### src/rtl/alu_issue_controller.sv
// Command FIFO plus issue FSM that drives the 8-bit ALU, samples its result/flags and
// returns them on a valid/ready response port. Optional macro: ALU_ISSUE_CHAIN_EN.
module alu_issue_controller #(
    parameter int unsigned FIFO_DEPTH    = 4,
    parameter int unsigned SETTLE_CYCLES = 1
) (
    input  logic       clock_in,
    input  logic       reset_in,
    input  logic       cmd_valid_in,
    output logic       cmd_ready_out,
    input  logic [7:0] cmd_opcode_in,
    input  logic [7:0] cmd_operand1_in,
    input  logic [7:0] cmd_operand2_in,
    input  logic       cmd_chain_in,
    output logic       alu_enable_out,
    output logic [7:0] alu_opcode_out,
    output logic [7:0] alu_input1_out,
    output logic [7:0] alu_input2_out,
    input  logic [7:0] alu_output_in,
    input  logic [4:0] alu_flags_in,
    output logic       rsp_valid_out,
    input  logic       rsp_ready_in,
    output logic [7:0] rsp_result_out,
    output logic [4:0] rsp_flags_out,
    output logic       rsp_error_out,
    output logic       busy_out
);

    localparam int unsigned DATA_W = 8;
    localparam int unsigned FLAG_W = 5;
    localparam int unsigned PTR_W  = (FIFO_DEPTH > 1) ? $clog2(FIFO_DEPTH) : 1;
    localparam int unsigned CNT_W  = $clog2(FIFO_DEPTH + 1);
    localparam int unsigned SET_W  = $clog2(SETTLE_CYCLES + 1);

    localparam logic [DATA_W-1:0] OP_ADD  = 8'h00;
    localparam logic [DATA_W-1:0] OP_SUB  = 8'h01;
    localparam logic [DATA_W-1:0] OP_EQ   = 8'h03;
    localparam logic [DATA_W-1:0] OP_GT   = 8'h04;
    localparam logic [DATA_W-1:0] OP_ADDI = 8'h09;
    localparam logic [DATA_W-1:0] OP_SUBI = 8'h0A;

    typedef struct packed {
        logic [DATA_W-1:0] opcode;
        logic [DATA_W-1:0] op1;
        logic [DATA_W-1:0] op2;
`ifdef ALU_ISSUE_CHAIN_EN
        logic              chain;
`endif
    } cmd_t;

    typedef enum logic [1:0] {
        S_IDLE  = 2'd0,
        S_ISSUE = 2'd1,
        S_RESP  = 2'd2
    } state_t;

    function automatic logic is_legal(input logic [DATA_W-1:0] op);
        case (op)
            OP_ADD, OP_SUB, OP_EQ, OP_GT, OP_ADDI, OP_SUBI: is_legal = 1'b1;
            default:                                        is_legal = 1'b0;
        endcase
    endfunction

    // ---------------------------------------------------------------- command FIFO
    cmd_t              mem_q [FIFO_DEPTH];
    logic [PTR_W-1:0]  wr_ptr_q, rd_ptr_q;
    logic [CNT_W-1:0]  count_q, count_d;
    logic              cmd_ready_q;
    logic              push, pop;
    logic              fifo_empty;
    cmd_t              push_cmd;
    cmd_t              head;

    assign push       = cmd_valid_in & cmd_ready_q;
    assign fifo_empty = (count_q == CNT_W'(0));
    assign head       = mem_q[rd_ptr_q];

    always_comb begin
        push_cmd        = '0;
        push_cmd.opcode = cmd_opcode_in;
        push_cmd.op1    = cmd_operand1_in;
        push_cmd.op2    = cmd_operand2_in;
`ifdef ALU_ISSUE_CHAIN_EN
        push_cmd.chain  = cmd_chain_in;
`endif
    end

`ifndef ALU_ISSUE_CHAIN_EN
    logic unused_chain;
    assign unused_chain = cmd_chain_in;
`endif

    always_comb begin
        count_d = count_q;
        case ({push, pop})
            2'b10:   count_d = count_q + CNT_W'(1);
            2'b01:   count_d = count_q - CNT_W'(1);
            default: count_d = count_q;
        endcase
    end

    always_ff @(posedge clock_in) begin
        if (push) begin
            mem_q[wr_ptr_q] <= push_cmd;
        end
    end

    // ---------------------------------------------------------------- issue FSM
    state_t             state_q, state_d;
    logic [SET_W-1:0]   settle_q, settle_d;
    logic               legal_q, legal_d;
    logic               alu_en_q, alu_en_d;
    logic [DATA_W-1:0]  alu_opc_q, alu_opc_d;
    logic [DATA_W-1:0]  alu_in1_q, alu_in1_d;
    logic [DATA_W-1:0]  alu_in2_q, alu_in2_d;
    logic               rsp_valid_q, rsp_valid_d;
    logic [DATA_W-1:0]  rsp_result_q, rsp_result_d;
    logic [FLAG_W-1:0]  rsp_flags_q, rsp_flags_d;
    logic               rsp_error_q, rsp_error_d;
    logic               busy_q, busy_d;
    logic               cmd_ready_d;
    logic [DATA_W-1:0]  head_op1;

`ifdef ALU_ISSUE_CHAIN_EN
    logic [DATA_W-1:0]  chain_q, chain_d;
    // Operand 1 is resolved here, at the moment the command enters ISSUE
    assign head_op1 = head.chain ? chain_q : head.op1;
`else
    assign head_op1 = head.op1;
`endif

    always_comb begin
        state_d      = state_q;
        settle_d     = settle_q;
        legal_d      = legal_q;
        alu_en_d     = alu_en_q;
        alu_opc_d    = alu_opc_q;
        alu_in1_d    = alu_in1_q;
        alu_in2_d    = alu_in2_q;
        rsp_valid_d  = rsp_valid_q;
        rsp_result_d = rsp_result_q;
        rsp_flags_d  = rsp_flags_q;
        rsp_error_d  = rsp_error_q;
        pop          = 1'b0;
`ifdef ALU_ISSUE_CHAIN_EN
        chain_d      = chain_q;
`endif

        case (state_q)
            S_IDLE: begin
                if (!fifo_empty) begin
                    // Entry from IDLE holds one extra cycle so acceptance-to-response
                    // latency is 2+SETTLE_CYCLES while back-to-back stays SETTLE_CYCLES+1
                    pop       = 1'b1;
                    alu_opc_d = head.opcode;
                    alu_in1_d = head_op1;
                    alu_in2_d = head.op2;
                    legal_d   = is_legal(head.opcode);
                    alu_en_d  = is_legal(head.opcode);
                    settle_d  = SET_W'(SETTLE_CYCLES);
                    state_d   = S_ISSUE;
                end
            end
            S_ISSUE: begin
                if (settle_q != SET_W'(0)) begin
                    settle_d = settle_q - SET_W'(1);
                end else begin
                    alu_en_d    = 1'b0;
                    rsp_valid_d = 1'b1;
                    state_d     = S_RESP;
                    if (legal_q) begin
                        rsp_result_d = alu_output_in;
                        rsp_flags_d  = alu_flags_in;
                        rsp_error_d  = 1'b0;
`ifdef ALU_ISSUE_CHAIN_EN
                        chain_d      = alu_output_in;
`endif
                    end else begin
                        rsp_result_d = '0;
                        rsp_flags_d  = '0;
                        rsp_error_d  = 1'b1;
                    end
                end
            end
            S_RESP: begin
                if (rsp_ready_in) begin
                    rsp_valid_d = 1'b0;
                    if (!fifo_empty) begin
                        pop       = 1'b1;
                        alu_opc_d = head.opcode;
                        alu_in1_d = head_op1;
                        alu_in2_d = head.op2;
                        legal_d   = is_legal(head.opcode);
                        alu_en_d  = is_legal(head.opcode);
                        settle_d  = SET_W'(SETTLE_CYCLES - 1);
                        state_d   = S_ISSUE;
                    end else begin
                        state_d   = S_IDLE;
                    end
                end
            end
            default: begin
                alu_en_d    = 1'b0;
                rsp_valid_d = 1'b0;
                state_d     = S_IDLE;
            end
        endcase
    end

    assign cmd_ready_d = (count_d != CNT_W'(FIFO_DEPTH));
    assign busy_d      = (count_d != CNT_W'(0)) || (state_d != S_IDLE);

    // State and output registers; reset aborts any command in flight
    always_ff @(posedge clock_in or negedge reset_in) begin
        if (!reset_in) begin
            state_q      <= S_IDLE;
            settle_q     <= '0;
            legal_q      <= 1'b0;
            alu_en_q     <= 1'b0;
            alu_opc_q    <= '0;
            alu_in1_q    <= '0;
            alu_in2_q    <= '0;
            rsp_valid_q  <= 1'b0;
            rsp_result_q <= '0;
            rsp_flags_q  <= '0;
            rsp_error_q  <= 1'b0;
            busy_q       <= 1'b0;
            cmd_ready_q  <= 1'b0;
            wr_ptr_q     <= '0;
            rd_ptr_q     <= '0;
            count_q      <= '0;
`ifdef ALU_ISSUE_CHAIN_EN
            chain_q      <= '0;
`endif
        end else begin
            state_q      <= state_d;
            settle_q     <= settle_d;
            legal_q      <= legal_d;
            alu_en_q     <= alu_en_d;
            alu_opc_q    <= alu_opc_d;
            alu_in1_q    <= alu_in1_d;
            alu_in2_q    <= alu_in2_d;
            rsp_valid_q  <= rsp_valid_d;
            rsp_result_q <= rsp_result_d;
            rsp_flags_q  <= rsp_flags_d;
            rsp_error_q  <= rsp_error_d;
            busy_q       <= busy_d;
            cmd_ready_q  <= cmd_ready_d;
            count_q      <= count_d;
            if (push) wr_ptr_q <= wr_ptr_q + PTR_W'(1);
            if (pop)  rd_ptr_q <= rd_ptr_q + PTR_W'(1);
`ifdef ALU_ISSUE_CHAIN_EN
            chain_q      <= chain_d;
`endif
        end
    end

    assign cmd_ready_out  = cmd_ready_q;
    assign alu_enable_out = alu_en_q;
    assign alu_opcode_out = alu_opc_q;
    assign alu_input1_out = alu_in1_q;
    assign alu_input2_out = alu_in2_q;
    assign rsp_valid_out  = rsp_valid_q;
    assign rsp_result_out = rsp_result_q;
    assign rsp_flags_out  = rsp_flags_q;
    assign rsp_error_out  = rsp_error_q;
    assign busy_out       = busy_q;

endmodule

### config.mk
export PLATFORM = sky130hd
export DESIGN_NAME = alu_issue_controller
export DESIGN_NICKNAME = d
export VERILOG_FILES = /design/src/rtl/alu_issue_controller.sv
export SDC_FILE = /design/constraint.sdc
export NUM_CORES = 1
export LEC_CHECK = 0
export ABC_CLOCK_PERIOD_IN_PS = 5700
export CAP_MARGIN = 20
export CORE_UTILIZATION = 40
export CTS_CLUSTER_DIAMETER = 80
export DETAILED_ROUTE_END_ITERATION = 8
export DONT_BUFFER_PORTS = 1
export PLACE_DENSITY = 0.62
export SLEW_MARGIN = 20
export SYNTH_ARGS = -nofsm -noshare
export SYNTH_HDL_FRONTEND = slang
export SYNTH_SLANG_ARGS = --single-unit
### constraint.sdc
create_clock -name clock_in -period 5.7 [get_ports clock_in]
set_input_delay 0.855 -clock clock_in [delete_from_list [all_inputs] [get_ports clock_in]]
set_output_delay 0.855 -clock clock_in [all_outputs]
set_load 0.005 [all_outputs]
==> flow_summary.ini <==
[worst_setup_path]
crit_path_start_kind = register
required_ns = 5.98
crit_chain = inv_1 > ha_1 > a21oi_1 > nor2_1 > ha_1 > inv_1 > fa_1 > xor2_1 > nor2_1 > xor2_1 > or4b_1
slowest_stage = or4b_1
cp_num_buf_inv = 2
end_kind = register
cpLargestDelayFamily = adder cells
criticalPathCategory = register to register
max_stage_delay_ns = 0.50
cp_max_fo = 8
arrival_ns = 3.08

[timing]
worst_pin_slew_ns = 0.9312
max_freq_mhz = 357.0
clock_skew_ns = 0.009749
finalSetupViolCount = 0
grt_setup_unrepaired = no
hold_viol_final = 0
slew_violations = 0
fin_crit_ns = 2.801
finalCritPeriodShare_pct = 49.15
slew_headroom_pct = 37.92
fin_tns_setup_ns = 0

[cells_and_area]
multi_input_area_um2 = 1473
nFillCells = 1176
layout.nets = 389
drive_gt1_share_pct = 25.14
final_cells = 530
antenna_cells = 0
area.sequential_um2 = 4210
area_growth_pct = 13.58

[logic_synthesis]
synth.most_common_cell = edfxtp_1
synth_xor_area_share_pct = 1.059
synth_fa_ha_area_share_pct = 2.291
synth_top_area_share_pct = 49.81
async_flop_share_pct = 35.57
synth.area.mux_share_pct = 14.79
netlist_instances = 324
synth_top_flop_cell = edfxtp_1
yosys.area.top_type = edfxtp_1
yosysSeqAreaShare_pct = 72.72
synth_fp_nets = 376
synth_cell_types = 37
syn_area_um2 = 5788
ys_seq_elements = 149
synth_compound_area_share_pct = 2.702
synth.top_cells.by_area = edfxtp_1, dfrtp_1, mux4_2
synth_edf_count = 96
synth_top_family_by_area = multiplexers
synth_warnings = 0
synth-simple-area-share_pct = 4.604
syn_area_per_cell_um2 = 17.86
synthTopCellsByCount = edfxtp_1, dfrtp_1, nand2_1

[floorplanning]
dieArea_um2 = 14950
io_pins = 84
core_area_um2 = 13990
rows = 43
die_h_um = 122.3
start_util_pct = 41.38
die_w_um = 122.3

[outcome]
status = finished, final reports clean

[hold_path]
hp-class = input port to asynchronous set/reset pin

[cts]
clkSinkCount = 149
cts_root_buf = clkbuf_16
htree_levels = 4
numCtsBuffers = 17
path_clk_slew_ns = 0.06
post_cts_buffers = 0
cts.path.max_buffers = 2
cts_hold_repair.buffers = 0
worstSkewPairLatency_ns = 0.41
post_cts_resized = 0
tritoncts = built

[placed_design]
dp_hpwl_um = 6060
place_congestion = 0.7490
placed_cells = 498
port_buffers = 0

[global_route]
overflow = 0
grt_pass1_vias = 2925
grt_max_degree = 54
grt_util_all_layers_pct = 14.99
grt_first_pass_wirelength_um = 15790
antenna_found_initial = 0

[route]
totalWireLength_um = 10120
drc = 0
vias = 2748
viasPerCell = 5.185
wire_per_inst_um = 19.09
drtIter0Drc = 111
first_pass_iters = 6
route.antenna.remaining_nets = 0

[pwr]
p_leak_nw = 2.393
ir_worst_vdd_v = 0.0002724
p_per_area_nw_per_um2 = 571.9

[job]
max_cap_viol_count = 0
[path summary, 6_finish.rpt]
check,from,end,slack [ns],depth (start not counted)
max,state_q[0],busy_out,2.90,11
min,reset_in,settle_q,0.14,0
max reg2reg,state_q[0],busy_out,2.90,11
min reg2reg,rsp_result_out[5],rsp_result_out[5],0.50,2
max in group asynchronous,reset_in,rd_ptr_q[0],5.46,0
min in group clock_in,rsp_result_out[5],rsp_result_out[5],0.50,2
[cells in the final DEF, fill, tap and decap left out, drive strengths merged, types with 2 or more instances in the layout]
| cell | n |
|---|---|
| mux2i | 3 |
| nand3 | 3 |
| o21ai | 22 |
| buf | 6 |
| clkbuf | 18 |
| and3 | 4 |
| xor2 | 3 |
| clkinv | 7 |
| nor2 | 8 |
| mux4 | 24 |
| xnor2 | 4 |
| ha | 9 |
| mux2 | 25 |
| nor4 | 2 |
| bufinv | 3 |
| inv | 12 |
| edfxtp | 96 |
| nand2 | 30 |
| a21oi | 3 |
| dfrtp | 53 |
[cells by family (layout without fill, tap and decap cells)]
kind of cell | Yosys count | after routing
compound gates | 29 | 29
xor+xnor | 7 | 7
fa+ha+maj | 10 | 10
buf+inv | 21 | 47
flops | 149 | 149
mux | 52 | 52
simple gates | 56 | 56
[power by group]
part           internal, W  leakage (nW)  switching (W)
registers          0.00147          1.53       0.000218
clock network     0.000685         0.292       0.000419
logic             0.000500         0.573       0.000473
[flip-flops by register name, indices dropped and copies added, names as in the netlist, 3 cells and up]
signal / flops
alu_opcode_out: 8
rsp_flags_out: 5
count_q: 3
alu_input1_out: 8
alu_input2_out: 8
rsp_result_out: 8
mem_q: 96
[metal layers]
metal	GRT usage, %	up-vias	wire [um]
met4	6.174	0	108
met2	23.81	78	4898
met1	17.22	1406	4179
li1	-	1254	-
met3	7.388	10	933
met5	0	-	0
[per-stage QoR]
| stage | power [W] | utilization [%] | setup WS, ns | hold slack [ns] | cell area (um2) |
|---|---|---|---|---|---|
| floorplan | 0.002462 | - | 3.048 | 0.4733 | 5788 |
| global placement | 0.002670 | 42.80 | 2.880 | 0.4917 | 5987 |
| detailed placement | 0.002706 | 42.80 | 2.864 | 0.4958 | 5987 |
| CTS | 0.003822 | 46.99 | 2.881 | 0.1113 | 6574 |
| global route | 0.003982 | 46.99 | 2.729 | 0.09998 | 6574 |
| finish | 0.003760 | 46.99 | 2.899 | 0.1374 | 6574 |
[worst reg2reg max path: stages (launching register included)]
cell	delay (ns)
dfrtp_1	0.41
inv_1	0.10
ha_1	0.31
a21oi_1	0.07
nor2_1	0.25
ha_1	0.24
inv_1	0.06
fa_1	0.37
xor2_1	0.15
nor2_1	0.11
xor2_1	0.11
or4b_1	0.50
[final cells by class]
cell class	instances	area share, %
Tap cell	180	3.426
Inverter	9	0.5139
Timing Repair Buffer	6	0.6852
Clock buffer	18	6.528
Sequential cell	149	64.05
Multi-Input combinational cell	154	22.40
Clock inverter	14	2.398
(Power assumes the default switching activity.)
